==> src/rtl/tl_bypass_switch.sv <==
// tl_bypass_switch: TL-UL pass/bypass switch with drain-safe mode changes and an error responder; optional denied counter under TL_BYPASS_STATS_EN
module tl_bypass_switch #(
  parameter int ADDR_W = 9,
  parameter int DATA_W = 32,
  parameter int SIZE_W = 2,
  parameter int SRC_W = 1,
  parameter int MAX_INFLIGHT = 4,
  localparam int CNT_W = $clog2(MAX_INFLIGHT + 1)
) (
  input  logic              clock,
  input  logic              reset,
  output logic              in_a_ready,
  input  logic              in_a_valid,
  input  logic [2:0]        in_a_opcode,
  input  logic [SIZE_W-1:0] in_a_size,
  input  logic [SRC_W-1:0]  in_a_source,
  input  logic [ADDR_W-1:0] in_a_address,
  input  logic [DATA_W-1:0] in_a_data,
  input  logic              in_d_ready,
  output logic              in_d_valid,
  output logic [2:0]        in_d_opcode,
  output logic [1:0]        in_d_param,
  output logic [SIZE_W-1:0] in_d_size,
  output logic [SRC_W-1:0]  in_d_source,
  output logic              in_d_sink,
  output logic              in_d_denied,
  output logic              in_d_corrupt,
  output logic [DATA_W-1:0] in_d_data,
  input  logic              out_a_ready,
  output logic              out_a_valid,
  output logic [2:0]        out_a_opcode,
  output logic [SIZE_W-1:0] out_a_size,
  output logic [SRC_W-1:0]  out_a_source,
  output logic [ADDR_W-1:0] out_a_address,
  output logic [DATA_W-1:0] out_a_data,
  output logic              out_d_ready,
  input  logic              out_d_valid,
  input  logic [2:0]        out_d_opcode,
  input  logic [1:0]        out_d_param,
  input  logic [SIZE_W-1:0] out_d_size,
  input  logic [SRC_W-1:0]  out_d_source,
  input  logic              out_d_sink,
  input  logic              out_d_denied,
  input  logic              out_d_corrupt,
  input  logic [DATA_W-1:0] out_d_data,
  input  logic              io_bypass,
  output logic              io_bypassed,
  output logic [CNT_W-1:0]  io_inflight
`ifdef TL_BYPASS_STATS_EN
  ,
  output logic [15:0]       io_denied_cnt
`endif
);
  typedef enum logic [1:0] {PASS, DRAIN_TO_BYP, BYPASS, DRAIN_TO_PASS} state_t;
  state_t st, nxt;
  logic [CNT_W-1:0] cnt;
  logic err_full, err_get;
  logic [SIZE_W-1:0] err_size;
  logic [SRC_W-1:0] err_src;
  logic space, route, a_dn_fire, d_dn_fire, err_a_fire, err_d_fire;
  assign out_a_opcode = in_a_opcode;
  assign out_a_size = in_a_size;
  assign out_a_source = in_a_source;
  assign out_a_address = in_a_address;
  assign out_a_data = in_a_data;
  assign space = cnt < CNT_W'(MAX_INFLIGHT);
  // Downstream keeps the upstream D channel until every PASS transaction has returned
  assign route = st == PASS || cnt != '0;
  assign a_dn_fire = out_a_valid && out_a_ready;
  assign d_dn_fire = out_d_valid && out_d_ready;
  assign err_a_fire = st == BYPASS && in_a_valid && in_a_ready;
  assign err_d_fire = !route && in_d_valid && in_d_ready;
  assign io_bypassed = st == BYPASS;
  assign io_inflight = cnt;
  always_comb begin
    nxt = st;
    unique case (st)
      PASS:          nxt = io_bypass ? DRAIN_TO_BYP : PASS;
      DRAIN_TO_BYP:  nxt = cnt == '0 ? BYPASS : (!io_bypass ? PASS : DRAIN_TO_BYP);
      BYPASS:        nxt = io_bypass ? BYPASS : DRAIN_TO_PASS;
      DRAIN_TO_PASS: nxt = !err_full ? PASS : (io_bypass ? BYPASS : DRAIN_TO_PASS);
    endcase
  end
  always_comb begin
    out_a_valid = !reset && st == PASS && in_a_valid && space;
    in_a_ready = !reset && (st == PASS ? out_a_ready && space : st == BYPASS && (!err_full || in_d_ready));
    out_d_ready = !reset && route && in_d_ready;
    in_d_valid = !reset && (route ? out_d_valid : err_full);
    in_d_opcode = route ? out_d_opcode : {2'b00, err_get};
    in_d_param = route ? out_d_param : 2'b00;
    in_d_size = route ? out_d_size : err_size;
    in_d_source = route ? out_d_source : err_src;
    in_d_sink = route && out_d_sink;
    in_d_denied = !route || out_d_denied;
    in_d_corrupt = route ? out_d_corrupt : err_get;
    in_d_data = route ? out_d_data : '0;
  end
  always_ff @(posedge clock) begin
    if (reset) begin
      st <= PASS;
      cnt <= '0;
      err_full <= 1'b0;
    end else begin
      st <= nxt;
      cnt <= cnt + CNT_W'(a_dn_fire) - CNT_W'(d_dn_fire && cnt != '0);
      if (err_a_fire) err_full <= 1'b1;
      else if (err_d_fire) err_full <= 1'b0;
    end
  end
  // Anything other than PutFull/PutPartial is answered like a Get
  always_ff @(posedge clock) begin
    if (err_a_fire) begin
      err_get <= in_a_opcode[2:1] != 2'b00;
      err_size <= in_a_size;
      err_src <= in_a_source;
    end
  end
  a_no_d_underflow: assert property (@(posedge clock) disable iff (reset) !(d_dn_fire && cnt == '0));
`ifdef TL_BYPASS_STATS_EN
  always_ff @(posedge clock) begin
    if (reset) io_denied_cnt <= '0;
    else if (err_d_fire && io_denied_cnt != 16'hFFFF) io_denied_cnt <= io_denied_cnt + 16'd1;
  end
`endif
endmodule
==> config.mk <==
export PLATFORM = sky130hd
export DESIGN_NAME = tl_bypass_switch
export DESIGN_NICKNAME = d
export VERILOG_FILES = /design/src/rtl/tl_bypass_switch.sv
export SDC_FILE = /design/constraint.sdc
export NUM_CORES = 1
export LEC_CHECK = 0
export ABC_AREA = 1
export CAP_MARGIN = 10
export CELL_PAD_IN_SITES_DETAIL_PLACEMENT = 1
export CELL_PAD_IN_SITES_GLOBAL_PLACEMENT = 2
export CORE_ASPECT_RATIO = 1.2
export CORE_MARGIN = 2
export CORE_UTILIZATION = 10
export CTS_CLUSTER_DIAMETER = 150
export DETAILED_ROUTE_END_ITERATION = 8
export PLACE_DENSITY_LB_ADDON = 0.1
export SLEW_MARGIN = 20
export SYNTH_ARGS = -nofsm -noshare
export SYNTH_HDL_FRONTEND = slang
export SYNTH_SLANG_ARGS = --single-unit
export TNS_END_PERCENT = 1
==> constraint.sdc <==
create_clock -name clock -period 2.3 [get_ports clock]
set_input_delay 0.46 -clock clock [delete_from_list [all_inputs] [get_ports clock]]
set_output_delay 0.46 -clock clock [all_outputs]
set_load 0.1 [all_outputs]
; Word level (Yosys, flattened, before mapping)
; Index checks and enable logic that the tools add are counted.
[totals]
reg_bits = 10
inputBits = 97
output_inout_bits = 98
wordCells = 55
[op_classes]
n_addsub = 2
n_lt_le_gt_ge = 1
eq_ne = 3
mux = 15
reduce_logical = 28
[ops]
columns = op, count
row1 = 32-bit two-way mux, 1
row2 = 1-bit logical AND, 17
row3 = 1-bit two-way mux, 8
row4 = 2-bit two-way mux, 4
row5 = 2-bit case mux with 4 select lines, 1
row6 = 2-bit equality test (second input constant), 2
row7 = 2-bit nonzero test, 2
row8 = 3-bit by 1-bit adder with 3-bit output, 1
row9 = 1-bit zero test, 3
row10 = 3-bit zero test, 1
row11 = 1-bit logical OR, 3
row12 = 3-bit less-than comparator (second input constant), 1
row13 = 3-bit two-way mux, 1
row14 = 3-bit nonzero test, 1
row15 = 3-bit by 1-bit subtractor with 3-bit output, 1
row16 = 2-bit by 1-bit equality test with 1-bit output (second input constant), 1
row17 = 2-bit zero test, 1

; Logic depth before layout (Yosys ltp)
; Gate-level depths: netlist of the first run.
[depth]
ltp_word = 8
depth_mapped = 13

; Worst setup path after synthesis of the first run
; OpenSTA, ideal clock, no wires.
[synth_path]
path_kind = register to register
startpoint = reg cnt[2] (netlist: io_inflight[2])
endpoint = reg cnt[2] (netlist: io_inflight[2])
setup_ps = 71
t_arrival_ps = 5132
slack_ps = -2903
path_stages_with_launch = 10
period_less_slack_ps = 5203
cell_sequence = dfxtp_1 > nor4_1 > nand2_1 > ha_1 > inv_1 > ha_1 > fa_1 > inv_1 > o21ai_0 > a21oi_1
[synth_between]
word_cells_on_any_way = 11
classes_between = 2 x add/sub / 1 x order compare / 8 x reduce/logical
[synth_lines]
columns = element, line_no
row1 = from (decl), 56  ; logic [CNT_W-1:0] cnt;
row2 = from (signal assigned), 105  ; cnt <= cnt + CNT_W'(a_dn_fire) - CNT_W'(d_dn_fire && cnt != '0);
row3 = 3-bit less-than comparator, 66  ; assign space = cnt < CNT_W'(MAX_INFLIGHT);
row4 = 1-bit logical AND, 85  ; out_a_valid = !reset && st == PASS && in_a_valid && space;
row5 = via out_a_valid, 30  ; output logic out_a_valid,
row6 = 1-bit logical AND, 69  ; assign a_dn_fire = out_a_valid && out_a_ready;
row7 = 3-bit by 1-bit adder with 3-bit output, 105
row8 = 3-bit by 1-bit subtractor with 3-bit output, 105
; The timed path passes the listed nets, and every way through them passes these cells.
; A chain may end at the register's enable or synchronous reset.

; Final worst setup path of the first run
[layout_path]
startpoint = reg cnt[1] (netlist: io_inflight[1])
endpoint = out in_d_denied
[layout_between]
elab_chain_len = 4
[layout_rtl]
columns = element, line_no
row1 = 3-bit nonzero test, 68  ; assign route = st == PASS || cnt != '0;
row2 = 1-bit logical OR, 68
row3 = 1-bit zero test, 94  ; in_d_denied = !route || out_d_denied;
row4 = 1-bit logical OR, 94
row5 = to (decl), 26  ; output logic in_d_denied,
; No other way between the ends.

==> results of run 1 <==
-- cell type report --
cell class	instances	area (µm²)
fill	1518	9800
tap	164	205
multi-input combinational	93	483
timing repair buffer	119	1690
inverter	57	216
sequential	10	241
clock buffer	4	88.8
-- sequential cells by signal, summed over array words and instances (netlist names) --
signal / count
st: 2
err_full: 1
err_src: 1
io_inflight: 3
err_get: 1
err_size: 2
-- metrics by stage --
stage               hold WS, ps  utilization (%)  cells  setup WS, ps  TNS (ps)
floorplan                   448                -    212          -682    -14450
global placement            477             22.0    441          -280      -520
detailed placement          488             22.0    441          -291      -546
CTS                         502             22.7    445          31.3         0
global route                547             23.0    447         -36.3     -86.5
finish                      490             23.0    447           124         0
-- power by group --
part	switching, mW	internal [mW]
logic	1.50	0.742
clock network	0.0794	0.261
registers	0.0103	0.197
-- metal layers --
layer	routed length, µm	GRT usage (%)	vias up
met5	0	0	-
met4	216	4.15	0
met3	532	2.41	26
met2	2970	14.2	70
met1	1870	7.70	596
li1	-	-	693
-- layout by cell type (no fill, tap or decap), types with 2 or more instances in the layout --
cell             count
a21oi_1              2
a31oi_1              2
buf_12              53
buf_4               12
clkbuf_16            3
clkdlybuf4s50_1     52
dfxtp_1              5
edfxtp_1             4
ha_1                 2
inv_1               52
inv_2                4
nand2_1             58
nand2_2              4
nor2_1               8
nor2_2               3
o21ai_0              4
-- path summary, 6_finish.rpt --
| check | from | endpoint | slack [ps] | depth (start not counted) |
|---|---|---|---|---|
| worst max-delay path | io_inflight[1] | in_d_denied | 120 | 8 |
| worst min-delay path | err_full | err_full | 490 | 2 |
| worst max register to register | st[0] | io_inflight[1] | 210 | 10 |
| worst min register to register | err_full | err_full | 490 | 2 |
-- logic make-up after synthesis --
group	count (synthesis)
fa+ha+maj	3
compound gates	8
flops	10
buf+inv	109
xor+xnor	1
simple gates	81
-- Yosys cell counts (all sizes together) --
library cell | count | area [µm²]
nand3 | 1 | 5.00
nand4 | 1 | 6.26
edfxtp | 4 | 120
nand2 | 64 | 272
xor2 | 1 | 8.76
a21oi | 2 | 10.0
nor3 | 1 | 5.00
o21ai | 4 | 20.0
nor4 | 1 | 6.26
a31oi | 2 | 12.5
inv | 57 | 214
nor2 | 11 | 43.8
fa | 1 | 20.0
or2 | 2 | 12.5
buf | 52 | 409
ha | 2 | 25.0
dfxtp | 6 | 120
-- tightest hold or removal path, cell delays in order, from the launching register on --
cell	delay, ps
dfxtp_1	320
nand2_1	70
a21oi_1	50
-- what timing repair did --
action / CTS / global route
resized for setup: 1 / 10
setup buffers: 0 / 2
setup endpoints to repair: 3 / 5
pin swaps: 0 / 6
==> metrics.md, run 1 <==
| Metric | Value |
|---|---|
| Post-Synth Adder-Cell Area | `3.44%` |
| CP max stage delay | `400 ps` |
| Initial core utilization | `10.3%` |
| RSZ-0062 raised after global routing | `true` |
| Nets | `384` |
| IO Pins | `195` |
| Synth Area in XOR/XNOR | `0.669%` |
| Hold Fails Final Rpt | `0` |
| Compound-Gate Fraction of Synth Area | `3.25%` |
| Crit end category | `primary output` |
| Startpoint Class | `register` |
| Total number of yosys warnings | `0` |
| Worst Hold Class | `reg2reg` |
| Max Freq | `0.460 GHz` |
| Root Buffer Master | `clkbuf_16` |
| Final Cell Area | `2930 µm²` |
| Critical path class | `reg2out` |
| Worst Clk Skew | `5.15 ps` |
| Drt initial violations | `14` |
| Critical path arrival | `1720 ps` |
| Syn Std Cell Area | `1310 µm²` |
| Fraction of the mapped netlist area in simple logic gates | `26.7%` |
| Slowest-stage cell, CP | `dfxtp_1` |
| Syn avg cell area | `6.18 µm²` |
| Cell family with most CP delay | `buffers and inverters` |
| Slew Viols, Final | `0` |
| # diodes | `0` |
| Syn Inst Count | `212` |
| Tot GR Track Use | `7.72%` |
| Synthesized net count | `312` |
| Total Power | `2.79 mW` |
| Final critical-path required period | `2180 ps` |
| GR Overflow Total | `0` |
| Largest net degree at the start of global routing | `46` |
| Largest family of logic cells by synthesized area | `buffers and inverters` |
| Die footprint | `14,000 µm²` |
| Peak VDD IR | `0.233 mV` |
| CP Cell Sequence | `nor2_2, nand2_1, inv_4, nand2_8, buf_12, inv_2, or2_1, buf_12` |
| Outcome | `finished clean` |
| Rel. slew slack | `81.4%` |
| Num CTS Buffers | `3` |
| CTS tree | `yes` |
| CP dominant cell by count | `buf_12` |
| Clk buf depth | `2` |
| Final GP Congestion | `0.647` |
| # hold bufs at CTS | `0` |
| Vias | `1,385` |
| Post-route ant nets | `0` |
| Area post-placement | `2800 µm²` |
| Die width | `108 µm` |
| IO Port Bufs | `110` |
| Seq/Total Area, Yosys | `18.3%` |
| Synth cell types | `24` |
| Clock Sinks | `10` |
| Via/cell ratio | `3.10` |
| Period utilization | `94.6%` |
| Final setup fails | `0` |
| Vias in the first global route | `1,414` |
| # DRC | `0` |
| DRT Wirelength | `5590 µm` |
| Global-route wire length before repair | `8130 µm` |
| DR WL/cell | `12.5 µm` |
| Clock slew at reported path FFs | `40 ps` |
| Worst Path Max Fanout | `45` |
| Die Y | `129 µm` |
| Worst EP required | `1840 ps` |
| Worst Path Buf+Inv | `4` |
| Hpwl dp | `4900 µm` |
| Drt first pass iters | `3` |
| Area Growth Syn to Fin | `123%` |
| Max_cap viols | `0` |
| Worst-skew pair later-pin latency | `240 ps` |
| FP Rows | `45` |
| #FFs+latches synth | `10` |
| Pwr/cell area | `952 nW/µm²` |
| H-tree Lvls | `1` |
| Leakage power | `1.52 nW` |
| Share of cells above drive strength 1 | `31.1%` |
| Core area | `12,700 µm²` |
| Least-Margin Pin Slew | `281 ps` |
| Mux cell area share after synthesis | `0%` |
| Initial antenna violation count | `0` |
(Power assumes the default switching activity.)
==> inputs of run 2 (changes only) <==
SLEW_MARGIN = unset   (was 20)
==> results of run 2 <==
The final DEF is identical to that of run 1; final timing and power are the same.
